--- src/rtl/ped_signal_pkg.sv ---
// Shared definitions for the pedestrian crossing controller: vehicle phase codes,
// pedestrian FSM encoding and the display clamp value.
package ped_signal_pkg;

    // Phase codes are shared with the upstream vehicle controller; code 3 is illegal.
    typedef enum logic [1:0] {
        PH_RED    = 2'd0,
        PH_GREEN  = 2'd1,
        PH_YELLOW = 2'd2
    } phase_e;

    typedef enum logic [1:0] {
        ST_DONT_WALK = 2'd0,
        ST_WALK      = 2'd1,
        ST_CLEAR     = 2'd2
    } ped_state_e;

    localparam logic [7:0] DISP_MAX = 8'd99;

endpackage

--- src/rtl/ped_signal_bin2bcd.sv ---
// Combinational 8-bit binary to two-digit BCD, clamped to DISP_MAX (double-dabble).
module ped_signal_bin2bcd
    import ped_signal_pkg::*;
(
    input  logic [7:0] bin,
    output logic [3:0] tens,
    output logic [3:0] ones
);

    logic [7:0] clamped;
    logic [7:0] bcd;

    // The clamp keeps the value below 100, so no hundreds digit is ever needed.
    always_comb begin
        clamped = (bin > DISP_MAX) ? DISP_MAX : bin;
        bcd     = '0;
        for (int i = 7; i >= 0; i--) begin
            if (bcd[3:0] >= 4'd5) bcd[3:0] = bcd[3:0] + 4'd3;
            if (bcd[7:4] >= 4'd5) bcd[7:4] = bcd[7:4] + 4'd3;
            bcd = {bcd[6:0], clamped[i]};
        end
        tens = bcd[7:4];
        ones = bcd[3:0];
    end

endmodule

--- src/rtl/ped_signal.sv ---
// Pedestrian WALK / flashing-CLEAR / DONT_WALK controller riding on the vehicle RED phase.
// Optional PED_PROPERTY_EN drives the p1/p2 property outputs; otherwise they are tied low.
module ped_signal
    import ped_signal_pkg::*;
#(
    parameter int CLEAR_TIME = 10,
    parameter int MIN_WALK   = 5,
    parameter int FLASH_HALF = 2
) (
    input  logic       clk,
    input  logic       reset,
    input  logic [1:0] light,
    input  logic [7:0] time_left,
    input  logic       button,
    output logic       walk,
    output logic       dontwalk,
    output logic       req_pending,
    output logic [3:0] digit_tens,
    output logic [3:0] digit_ones,
    output logic       p1,
    output logic       p2
);

    localparam int         CW            = (FLASH_HALF > 1) ? $clog2(FLASH_HALF) : 1;
    localparam logic [8:0] WALK_MIN_LEFT = 9'(CLEAR_TIME + MIN_WALK);
    localparam logic [8:0] CLEAR_AT      = 9'(CLEAR_TIME);
    localparam logic [CW-1:0] FLASH_LAST = CW'(FLASH_HALF - 1);

    ped_state_e    state_q, state_d;
    logic          walk_q, walk_d;
    logic          dontwalk_q, dontwalk_d;
    logic          req_q, req_d;
    logic [3:0]    tens_q, tens_d;
    logic [3:0]    ones_q, ones_d;
    logic [CW-1:0] flash_cnt_q, flash_cnt_d;
    logic          flash_phase_q, flash_phase_d;

    logic       is_red;
    logic       start_walk;
    logic [8:0] time_left_w;
    logic [3:0] bcd_tens, bcd_ones;

    ped_signal_bin2bcd u_bin2bcd (
        .bin  (time_left),
        .tens (bcd_tens),
        .ones (bcd_ones)
    );

    always_comb begin
        is_red      = (light == PH_RED);
        time_left_w = {1'b0, time_left};
        start_walk  = 1'b0;
        state_d     = state_q;

        // Leaving RED (including the illegal code) always wins.
        case (state_q)
            ST_DONT_WALK: begin
                if (is_red && req_q && (time_left_w >= WALK_MIN_LEFT)) begin
                    state_d    = ST_WALK;
                    start_walk = 1'b1;
                end
            end
            ST_WALK: begin
                if (!is_red)                       state_d = ST_DONT_WALK;
                else if (time_left_w <= CLEAR_AT)  state_d = ST_CLEAR;
            end
            ST_CLEAR: begin
                if (!is_red) state_d = ST_DONT_WALK;
            end
            default: state_d = ST_DONT_WALK;
        endcase

        flash_cnt_d   = '0;
        flash_phase_d = 1'b1;
        if ((state_q == ST_CLEAR) && (state_d == ST_CLEAR)) begin
            if (flash_cnt_q == FLASH_LAST) begin
                flash_cnt_d   = '0;
                flash_phase_d = ~flash_phase_q;
            end else begin
                flash_cnt_d   = flash_cnt_q + 1'b1;
                flash_phase_d = flash_phase_q;
            end
        end

        req_d = req_q;
        if (start_walk)
            req_d = 1'b0;
        else if (button && (state_q != ST_WALK))
            req_d = 1'b1;

        walk_d     = (state_d == ST_WALK);
        dontwalk_d = (state_d == ST_CLEAR) ? flash_phase_d : (state_d == ST_DONT_WALK);

        if (state_d == ST_DONT_WALK) begin
            tens_d = 4'd0;
            ones_d = 4'd0;
        end else begin
            tens_d = bcd_tens;
            ones_d = bcd_ones;
        end
    end

    always_ff @(posedge clk) begin
        if (!reset) begin
            state_q       <= ST_DONT_WALK;
            walk_q        <= 1'b0;
            dontwalk_q    <= 1'b1;
            req_q         <= 1'b0;
            tens_q        <= 4'd0;
            ones_q        <= 4'd0;
            flash_cnt_q   <= '0;
            flash_phase_q <= 1'b1;
        end else begin
            state_q       <= state_d;
            walk_q        <= walk_d;
            dontwalk_q    <= dontwalk_d;
            req_q         <= req_d;
            tens_q        <= tens_d;
            ones_q        <= ones_d;
            flash_cnt_q   <= flash_cnt_d;
            flash_phase_q <= flash_phase_d;
        end
    end

    assign walk        = walk_q;
    assign dontwalk    = dontwalk_q;
    assign req_pending = req_q;
    assign digit_tens  = tens_q;
    assign digit_ones  = ones_q;

`ifdef PED_PROPERTY_EN
    logic [1:0] light_q;

    always_ff @(posedge clk) begin
        if (!reset) light_q <= PH_RED;
        else        light_q <= light;
    end

    assign p1 = walk_q && (light_q != PH_RED);
    assign p2 = walk_q && dontwalk_q;
`else
    assign p1 = 1'b0;
    assign p2 = 1'b0;
`endif

endmodule
--- config.mk ---
export PLATFORM = sky130hd
export DESIGN_NAME = ped_signal
export DESIGN_NICKNAME = d
export VERILOG_FILES = /design/src/rtl/ped_signal_pkg.sv /design/src/rtl/ped_signal_bin2bcd.sv /design/src/rtl/ped_signal.sv
export SDC_FILE = /design/constraint.sdc
export NUM_CORES = 1
export LEC_CHECK = 0
export ABC_AREA = 1
export CORE_MARGIN = 4
export CORE_UTILIZATION = 53
export CTS_BUF_LIST = sky130_fd_sc_hd__clkbuf_2
export DETAILED_ROUTE_END_ITERATION = 10
export GPL_TIMING_DRIVEN = 1
export HOLD_SLACK_MARGIN = 0.1
export PLACE_DENSITY = 0.85
export SETUP_SLACK_MARGIN = 0.02
export SLEW_MARGIN = 20
export SYNTH_ARGS = -nofsm -noshare
export SYNTH_HDL_FRONTEND = slang
export SYNTH_SLANG_ARGS = --single-unit
--- constraint.sdc ---
create_clock -name clk -period 4.9 [get_ports clk]
set_clock_uncertainty 0.1 [all_clocks]
set_input_delay 1.225 -clock clk [delete_from_list [all_inputs] [get_ports clk]]
set_output_delay 1.225 -clock clk [all_outputs]
set_load 0.05 [all_outputs]
==> results.txt <==
Mean area per synthesized cell: 6.57 sq um
Max cap viols: 0
Worst IR Drop VDD: 0.130 mV
Drt first pass iters: 5
Warning count from the yosys run: 0
Routed wire length: 2160 microns
Aggregate global routing overflow: 0
Number of nets in the layout: 206
Number of clock sinks: 15
Sum of net half-perimeters after detailed placement: 1860 microns
Starting density of the core: 58.5%
I/O pin count: 26
Period minus WS final: 4.22 ns
Gate count after technology mapping: 162
Clock H-tree levels: 1
Fraction of layout instances using a drive strength above 1: 14.9%
Gr usage total: 17.7%
Number of DRC violations after detailed-routing iteration 0: 9
Share of synthesized flip-flops with an asynchronous set or reset: 0%
WL/cell: 10.2 microns
Delay of the slowest critical-path stage: 0.48 ns
Number of distinct standard cells referenced by the synthesized netlist: 26
Transition at the pin with the smallest max-transition slack: 0.499 ns
Via count of the first global-routing pass: 972
Area growth syn-to-layout: 25.4%
CP endpoint kind: flop
Post-Synthesis Cell Area: 0.00106 sq mm
Crit path required time: 5.01 ns
Count of final hold-check violations: 0
Antenna Diode Count: 0
# Post-CTS Setup Buffers: 0
TritonCTS clock tree: built
Final GP Congestion: 0.801
Number of buffers inserted during clock tree synthesis: 3
Fraction of post-synthesis cell area in the top cell type by area: 28.2%
EDFF count, synth: 0
Number of placement rows: 15
Post-layout total power: 324 uW
Maximum number of buffers from clock root to sink: 2
Most used standard cells in the synthesized netlist: 37 x sky130_fd_sc_hd__nand2_1, 26 x sky130_fd_sc_hd__inv_1, 15 x sky130_fd_sc_hd__dfxtp_1, 15 x sky130_fd_sc_hd__nand3_1, 15 x sky130_fd_sc_hd__nor2_1
Synth area leader: sky130_fd_sc_hd__dfxtp_1
CTS Root Cell: sky130_fd_sc_hd__clkbuf_2
Reg clk slew, reported paths: 0.14 ns
Residual antenna-violating net count after detailed routing: 0
Class of the most critical hold timing path: reg2reg
Quantity of gates resized following cts: 0
Share of synthesized area occupied by flip-flops and latches: 28.2%
Number of port buffers: 23
Antenna violations before repair: 0
Worst endpoint data arrival time: 4.33 ns
Largest cells by area after synthesis: sky130_fd_sc_hd__dfxtp_1 28%, sky130_fd_sc_hd__nand2_1 13%, sky130_fd_sc_hd__inv_1 9.2%, sky130_fd_sc_hd__nand3_1 7.1%, sky130_fd_sc_hd__nand2_2 5.3%
Die Span X: 52.8 microns
Number of synthesized register bits: 15
Cell area power density: 243 mW/mm^2
Mean number of vias per cell: 4.92
RSZ-0062 raised after global routing: false
Maximum number of pins on one net before global-route repair: 10
Insertion delay to the later sink of the worst-skew pair: 0.28 ns
Fmax: 237 MHz
Launching element type of the critical path: input pin
Residual DRC count: 0
Worst path most repeated cell: sky130_fd_sc_hd__nand2_2
Post-route worst hold slack: 0.357 ns
Wire length of the first global-routing pass: 3760 microns
Final Setup Violations: 0
Leakage: 0.000656 uW
Number of slew-limit violations in the final report: 0
Die Footprint: 0.00279 sq mm
Number of hold buffers added after cts: 0
Total via count in the routed design: 1,048
Worst-path fanout max: 5
Floorplan Core Area: 0.00182 sq mm
Critical Path Slowest Stage Cell: sky130_fd_sc_hd__clkdlybuf4s50_1
Setup tns final: 0 ns
Result of the run: complete, no violations
Count leader, synth: sky130_fd_sc_hd__nand2_1
Die Span Y: 52.8 microns
Classification of the worst setup path: in2reg
Final period util: 86.1%
Leading register cell type out of synthesis: sky130_fd_sc_hd__dfxtp_1
Max transition margin: 66.6%
-- area by class of cell --
type,count,area (sq um)
clock buffer,3,15.0
clock inverter,1,5.00
multi-input combinational,117,642
sequential,15,300
inverter,29,111
tap,25,31.3
timing repair buffer,23,230
fill,166,485
-- layout by cell type, fill, tap and decap left out --
cell type / synthesis / layout
sky130_fd_sc_hd__nand2_1: 37 / 37
sky130_fd_sc_hd__inv_1: 26 / 26
sky130_fd_sc_hd__clkdlybuf4s50_1: 0 / 23
sky130_fd_sc_hd__nor2_1: 15 / 15
sky130_fd_sc_hd__nand3_1: 15 / 15
sky130_fd_sc_hd__dfxtp_1: 15 / 15
sky130_fd_sc_hd__nand2_2: 9 / 9
sky130_fd_sc_hd__a21oi_1: 9 / 9
sky130_fd_sc_hd__nand2_4: 5 / 5
sky130_fd_sc_hd__nand3_2: 4 / 4
sky130_fd_sc_hd__o21ai_0: 4 / 4
sky130_fd_sc_hd__ha_1: 4 / 4
sky130_fd_sc_hd__clkinv_2: 2 / 3
sky130_fd_sc_hd__clkbuf_2: 0 / 3
sky130_fd_sc_hd__nor3_1: 2 / 2
sky130_fd_sc_hd__a21oi_2: 2 / 2
sky130_fd_sc_hd__conb_1: 1 / 2
sky130_fd_sc_hd__inv_2: 1 / 1
sky130_fd_sc_hd__nand4_1: 1 / 1
sky130_fd_sc_hd__or2_1: 1 / 1
sky130_fd_sc_hd__o2111ai_1: 1 / 1
sky130_fd_sc_hd__o21a_1: 1 / 1
sky130_fd_sc_hd__nor3_2: 1 / 1
sky130_fd_sc_hd__xor2_1: 1 / 1
sky130_fd_sc_hd__and2_1: 1 / 1
sky130_fd_sc_hd__a211oi_1: 1 / 1
sky130_fd_sc_hd__o211ai_1: 1 / 1
-- cell families after synthesis --
| group | synth area share, % |
|---|---|
| simple gates | 43.4 |
| other cells | 0.352 |
| buf+inv | 11.9 |
| flops | 28.2 |
| xor+xnor | 0.823 |
| compound gates | 10.7 |
| fa+ha+maj | 4.70 |
-- sequential cells by signal, summed over array words and instances (netlist names) --
signal         flops
dontwalk           1
digit_tens         4
walk               1
flash_cnt_q        1
digit_ones         4
flash_phase_q      1
state_q            2
req_pending        1
-- worst max-delay path, delay by kind of cell --
family,cells,cell delay (ns)
compound gates,3,0.56
buf+inv,5,0.76
fa+ha+maj,2,0.34
simple gates,15,1.43
-- report_power, final --
group          internal (uW)  switching [uW]  total (uW)
registers                125            1.24         126
logic                   49.1            92.5         142
clock network           18.5            37.7        56.2
total                    192             131         324
-- layer usage --
layer	wire, microns	vias to the layer above	GRT usage [%]
met5	0	-	0
met4	41	0	8.94
met3	74	4	0.855
met2	1100	23	33.7
met1	944	465	19.5
li1	-	556	-
-- per-stage QoR --
step	cells	setup WS (ns)	utilization (%)	area, sq um
2_1_floorplan	163	1.24	-	1070
3_3_place_gp	209	0.598	72.2	1320
3_5_place_dp	209	0.425	72.2	1320
4_1_cts	213	0.724	73.3	1340
5_1_grt	213	0.410	73.3	1340
6_report	213	0.681	73.3	1340
-- final timing paths --
check,startpoint,end,slack [ns],cells past startpoint
max,time_left[3],digit_tens[1],0.68,25
max reg2reg,state_q[1],digit_tens[2],3.28,9
min,flash_cnt_q,flash_cnt_q,0.36,1
min reg2reg,flash_cnt_q,flash_cnt_q,0.36,1
Power figures use the tool's default switching activity.
